===== src/rtl/axi_mem_arbiter.sv =====
// Two-client (IFU read-only, LSU read/write) round-robin arbiter driving one AXI4 master port.
// One single-beat transaction in flight; responses return as one-cycle pulses to the owner.
module axi_mem_arbiter #(
  parameter logic [3:0] IFU_ID = 4'd0,
  parameter logic [3:0] LSU_ID = 4'd1
) (
  input  logic        clk,
  input  logic        rst,
  input  logic        ifu_req_valid,
  output logic        ifu_req_ready,
  input  logic [31:0] ifu_addr,
  output logic        ifu_resp_valid,
  output logic [31:0] ifu_rdata,
  output logic        ifu_resp_err,
  input  logic        lsu_req_valid,
  output logic        lsu_req_ready,
  input  logic        lsu_we,
  input  logic [31:0] lsu_addr,
  input  logic [2:0]  lsu_size,
  input  logic [31:0] lsu_wdata,
  input  logic [3:0]  lsu_wstrb,
  output logic        lsu_resp_valid,
  output logic [31:0] lsu_rdata,
  output logic        lsu_resp_err,
  output logic [31:0] araddr,
  output logic        arvalid,
  output logic [3:0]  arid,
  output logic [7:0]  arlen,
  output logic [2:0]  arsize,
  output logic [1:0]  arburst,
  input  logic        arready,
  input  logic [31:0] rdata,
  input  logic [1:0]  rresp,
  input  logic        rvalid,
  input  logic        rlast,
  input  logic [3:0]  rid,
  output logic        rready,
  output logic [31:0] awaddr,
  output logic        awvalid,
  output logic [3:0]  awid,
  output logic [7:0]  awlen,
  output logic [2:0]  awsize,
  output logic [1:0]  awburst,
  input  logic        awready,
  output logic [31:0] wdata,
  output logic [3:0]  wstrb,
  output logic        wvalid,
  output logic        wlast,
  input  logic        wready,
  input  logic [1:0]  bresp,
  input  logic        bvalid,
  input  logic [3:0]  bid,
  output logic        bready
);

  localparam logic [2:0] S_IDLE = 3'd0;
  localparam logic [2:0] S_AR   = 3'd1;
  localparam logic [2:0] S_R    = 3'd2;
  localparam logic [2:0] S_AW   = 3'd3;
  localparam logic [2:0] S_B    = 3'd4;
  localparam logic [2:0] S_RESP = 3'd5;

  logic [2:0]  state;
  logic        pri_lsu;
  logic        own_lsu;
  logic        aw_done;
  logic        w_done;
  logic        err_q;
  logic [31:0] addr_q;
  logic [31:0] wdata_q;
  logic [31:0] rdata_q;
  logic [3:0]  wstrb_q;
  logic [2:0]  size_q;
  logic        grant_lsu;
  logic        grant_ifu;
  logic        aw_hs;
  logic        w_hs;
  logic        unused_ids;

  assign unused_ids = ^{rid, bid};

  // pri_lsu set means LSU wins a tie; it flips to the loser after every grant.
  always_comb begin
    grant_lsu = lsu_req_valid && (!ifu_req_valid || pri_lsu);
    grant_ifu = ifu_req_valid && !grant_lsu;
  end

  assign ifu_req_ready = (state == S_IDLE) && grant_ifu;
  assign lsu_req_ready = (state == S_IDLE) && grant_lsu;

  assign araddr  = addr_q;
  assign arid    = own_lsu ? LSU_ID : IFU_ID;
  assign arlen   = '0;
  assign arsize  = size_q;
  assign arburst = 2'b01;
  assign arvalid = (state == S_AR);
  assign rready  = (state == S_R);

  assign awaddr  = addr_q;
  assign awid    = LSU_ID;
  assign awlen   = '0;
  assign awsize  = size_q;
  assign awburst = 2'b01;
  assign awvalid = (state == S_AW) && !aw_done;
  assign wvalid  = (state == S_AW) && !w_done;
  assign wlast   = wvalid;
  assign wdata   = wdata_q;
  assign wstrb   = wstrb_q;
  assign bready  = (state == S_B);

  assign aw_hs = awvalid && awready;
  assign w_hs  = wvalid && wready;

  assign ifu_resp_valid = (state == S_RESP) && !own_lsu;
  assign lsu_resp_valid = (state == S_RESP) && own_lsu;
  assign ifu_rdata      = rdata_q;
  assign lsu_rdata      = rdata_q;
  assign ifu_resp_err   = err_q;
  assign lsu_resp_err   = err_q;

  always_ff @(posedge clk) begin
    if (rst) begin
      state   <= S_IDLE;
      pri_lsu <= 1'b1;
      own_lsu <= 1'b0;
      aw_done <= 1'b0;
      w_done  <= 1'b0;
      err_q   <= 1'b0;
      addr_q  <= '0;
      wdata_q <= '0;
      wstrb_q <= '0;
      rdata_q <= '0;
      size_q  <= '0;
    end else begin
      case (state)
        S_IDLE: begin
          if (grant_lsu || grant_ifu) begin
            own_lsu <= grant_lsu;
            pri_lsu <= !grant_lsu;
            addr_q  <= grant_lsu ? lsu_addr : ifu_addr;
            size_q  <= grant_lsu ? lsu_size : 3'b010;
            wdata_q <= grant_lsu ? lsu_wdata : '0;
            wstrb_q <= grant_lsu ? lsu_wstrb : '0;
            aw_done <= 1'b0;
            w_done  <= 1'b0;
            state   <= (grant_lsu && lsu_we) ? S_AW : S_AR;
          end
        end
        S_AR: if (arready) state <= S_R;
        S_R: begin
          if (rvalid) begin
            rdata_q <= rdata;
            err_q   <= (rresp != 2'b00) || !rlast;
            state   <= S_RESP;
          end
        end
        S_AW: begin
          if (aw_hs) aw_done <= 1'b1;
          if (w_hs)  w_done  <= 1'b1;
          // Handshakes may land in the same cycle or on different cycles.
          if ((aw_done || aw_hs) && (w_done || w_hs)) state <= S_B;
        end
        S_B: begin
          if (bvalid) begin
            err_q <= (bresp != 2'b00);
            state <= S_RESP;
          end
        end
        S_RESP:  state <= S_IDLE;
        default: state <= S_IDLE;
      endcase
    end
  end

endmodule


===== config.mk =====
export PLATFORM = sky130hd
export DESIGN_NAME = axi_mem_arbiter
export DESIGN_NICKNAME = d
export VERILOG_FILES = /design/src/rtl/axi_mem_arbiter.sv
export SDC_FILE = /design/constraint.sdc
export NUM_CORES = 1
export LEC_CHECK = 0
export ABC_AREA = 1
export BUFFER_PORTS_ARGS = -buffer_cell sky130_fd_sc_hd__buf_4
export CORE_AREA = 5 5 140 142
export CTS_CLUSTER_SIZE = 30
export DETAILED_ROUTE_END_ITERATION = 16
export DIE_AREA = 0 0 145 147
export GPL_ROUTABILITY_DRIVEN = 0
export SYNTH_ARGS = -nofsm -noshare
export SYNTH_HDL_FRONTEND = slang
export SYNTH_SLANG_ARGS = --single-unit

===== constraint.sdc =====
create_clock -name clk -period 1.35 [get_ports clk]
set_input_delay 0.135 -clock clk [delete_from_list [all_inputs] [get_ports clk]]
set_output_delay 0.135 -clock clk [all_outputs]
set_load 0.005 [all_outputs]

==> impl_metrics.json <==
{
  "yosys_warnings": 0,
  "cts_made_buffers": 9,
  "routed_via_density": 4.478,
  "power_density_nw_per_um2": 1728,
  "cpLargestDelayFamily": "simple AND/OR/NAND/NOR gates",
  "grt_pass1_wl_mm": 27.58,
  "leakage_nw": 4.148,
  "pwr-share-comb": 0.511,
  "sw_frac_of_total": 0.3575,
  "ys_async_sr_fraction": 0,
  "grt-ovfl-total": 0,
  "cp_cell_sequence": "nor2_4 > nand2_4 > nor2_4 > buf_12 > buf_6",
  "cp.buffers_inverters": 2,
  "path_common_cell": "nor2_4",
  "dr.pass1.iters": 6,
  "core.rowCount": 50,
  "min_path_type": "in -> reg",
  "crit_arrival_ns": 1.32,
  "area_growth_pct": 64.95,
  "timing.rr.start": "state[1]",
  "drcViolationCount": 0,
  "grt_max_degree": 90,
  "finalCritPeriodShare": 1.081,
  "insertion_delay_ns": 0.35,
  "criticalPathCategory": "reg -> out",
  "clock_skew_ns": 0.01124,
  "clkSlewWorstSetupHoldPaths_ns": 0.08,
  "synth-edff-count": 0,
  "ir_drop_v": 0.0007834,
  "num_vias": 5513,
  "holdBufCountCts": 0,
  "htree_levels": 3,
  "setup_viol": 75,
  "clock_power_share": 0.183,
  "rsz0062_at_grt": "true",
  "worst_slew_pin_slew_ns": 0.5268,
  "failed_checks": "setup timing",
  "dieArea_um2": 21320,
  "min_path_cells": 3,
  "max-cap-violations": 0,
  "start_util": 0.2843,
  "grt_pass1_vias": 5055,
  "r2r_slack_ns": -0.05,
  "p_int_mw": 9.542,
  "tritoncts": "yes",
  "root_buffer": "clkbuf_16",
  "place_area_um2": 7340,
  "fin_crit_ns": 1.459,
  "coreArea_um2": 18330,
  "drt_wl_total_mm": 20.00,
  "crit_slowest_cell": "dfxtp_4",
  "clock_path_buffers": 2,
  "syn_inst": 713,
  "p_sw_mw": 5.310,
  "die_h_um": 147,
  "dpl.cell_count": 1179,
  "cts_sinks": 111,
  "max_slew_margin": 0.6488,
  "cp.required_ns": 1.22,
  "clock.fmax_mhz": 685.2,
  "drt_iter0_drc": 243,
  "synth_seq_cells": 111,
  "io_pins": 368,
  "drive_gt1_frac": 0.4835,
  "portBuffers": 332,
  "total_power_mw": 14.85,
  "reg2reg_to": "wdata[19]",
  "r2r_cells": 8,
  "final_hold_viol_count": 0,
  "seqPwrFrac": 0.305,
  "hold_end": "wdata[5]",
  "stdcell_count": 1231,
  "endpoint_kind": "output pin",
  "crit_fanout": 4,
  "syn_area_um2": 5211,
  "setup_tns_ns": -1.612,
  "utilization": 0.4689,
  "status": "complete, but fails checks",
  "critical_path.max_stage_delay_ns": 0.36,
  "antenna_cells": 0,
  "slew_violations": 0,
  "synth_ff_type": "dfxtp_1",
  "die_w_um": 145,
  "cp-start-kind": "flip-flop",
  "layout.nets": 1150,
  "ant_nets": 0,
  "antenna_found_initial": 0,
  "yosysSeqAreaShare": 0.4264,
  "synth.distinct_cells": 24,
  "wl_per_cell_um": 16.25,
  "fin_area_um2": 8596,
  "min_from": "lsu_wdata[5]",
  "layout_setup_ws_ns": -0.1094,
  "dpl.hpwl_mm": 13.00,
  "track_usage": 0.1581,
  "syn_avg_cell_area_um2": 7.309
}
metal layers:
layer  GRT usage  wire length [µm]
met1      0.1960              8357
met2      0.2641              9753
met3     0.05089              1538
met4     0.04473               349
met5           0                 0
kinds of logic (layout without fill, tap and decap cells):
| logic type | count (synthesis) | in the layout | synth area share |
|---|---|---|---|
| AO/OA/AOI/OAI | 125 | 125 | 0.1244 |
| buffers and inverters | 160 | 419 | 0.1998 |
| flip-flops | 111 | 111 | 0.4264 |
| other | 2 | 27 | 0.001441 |
| AND/OR/NAND/NOR | 315 | 315 | 0.2480 |
stage by stage:
step                hold slack [ns]  setup WS, ns
CTS                         0.01990       -0.1036
floorplan                    0.2699        0.1307
global route                0.02287       -0.1628
global placement             0.3778       0.02662
finish                      0.03455       -0.1094
detailed placement           0.3951    -0.0007675
state kept, by name (all words and copies together) (netlist names):
name and count:
wdata 32, arsize 3, araddr 32, ifu_resp_err 1
own_lsu 1, ifu_rdata 32, pri_lsu 1, wstrb 4
state 3, aw_done 1, w_done 1
worst max-delay path by stage:
stage                    end  cells after the start      from
2_1_floorplan      wdata[10]                      8  state[0]
3_3_place_gp   ifu_rdata[20]                      6  state[2]
3_5_place_dp      araddr[19]                      7  state[1]
4_1_cts        ifu_req_ready                      6  state[1]
5_1_grt        lsu_req_ready                      5  state[1]
6_report       lsu_req_ready                      5  state[1]
Yosys cell counts, types with 2 or more instances:
cell,number,share of area
nor2_1,20,0.014
buf_2,14,0.013
conb_1,2,0.0014
dfxtp_1,111,0.43
inv_2,3,0.0022
nor2_2,2,0.0024
nand2_2,2,0.0024
nor3_1,2,0.0019
nor2_4,3,0.0065
inv_1,16,0.012
o21ai_0,19,0.018
nand3_1,36,0.035
buf_4,107,0.15
a21oi_1,90,0.086
nand2_1,247,0.18
clkbuf_1,17,0.012
a31oi_1,15,0.018
final cells by class:
cell class	count	area, µm²
Sequential cell	111	2233
Clock inverter	4	37.54
Multi-Input combinational cell	467	2341
Fill cell	1850	9734
Clock buffer	12	266.5
Inverter	20	77.57
Tap cell	234	292.8
Timing Repair Buffer	383	3347
what timing repair did:
item	in CTS	in global routing
pin swaps	8	36
endpoints found under the setup margin	12	119
buffers inserted	12	5
cloned	3	16
gates resized for setup	28	90
power by group through the flow:
stage | Sequential [mW] | Combinational [mW] | Clock, mW
final | 4.54 | 7.59 | 2.72
after global routing | 4.64 | 8.18 | 2.97
after CTS | 4.53 | 5.67 | 2.84
after detailed placement | 4.57 | 5.01 | 0
after global placement | 4.56 | 5.00 | 0
after floorplan | 4.48 | 2.95 | 0
worst register-to-register path: stages (launching register included):
cell	delay, ns
dfxtp_4	0.36
nor2_4	0.14
nand2_4	0.09
nor2_4	0.18
buf_4	0.14
buf_6	0.10
buf_16	0.13
nand2_1	0.07
a21oi_2	0.12
placed cells by master (no fill, tap or decap), types with 13 or more instances in the layout:
cell,Yosys,final
a21oi_1,90,68
a21oi_2,1,23
a31oi_1,15,15
buf_12,0,13
buf_4,107,343
clkbuf_16,0,20
conb_1,2,27
dfxtp_1,111,108
inv_1,16,14
nand2_1,247,213
nand2_2,2,19
nand2_4,1,18
nand3_1,36,35
nor2_1,20,16
o21ai_0,19,15
No activity file was read; power rests on OpenSTA's default activity.
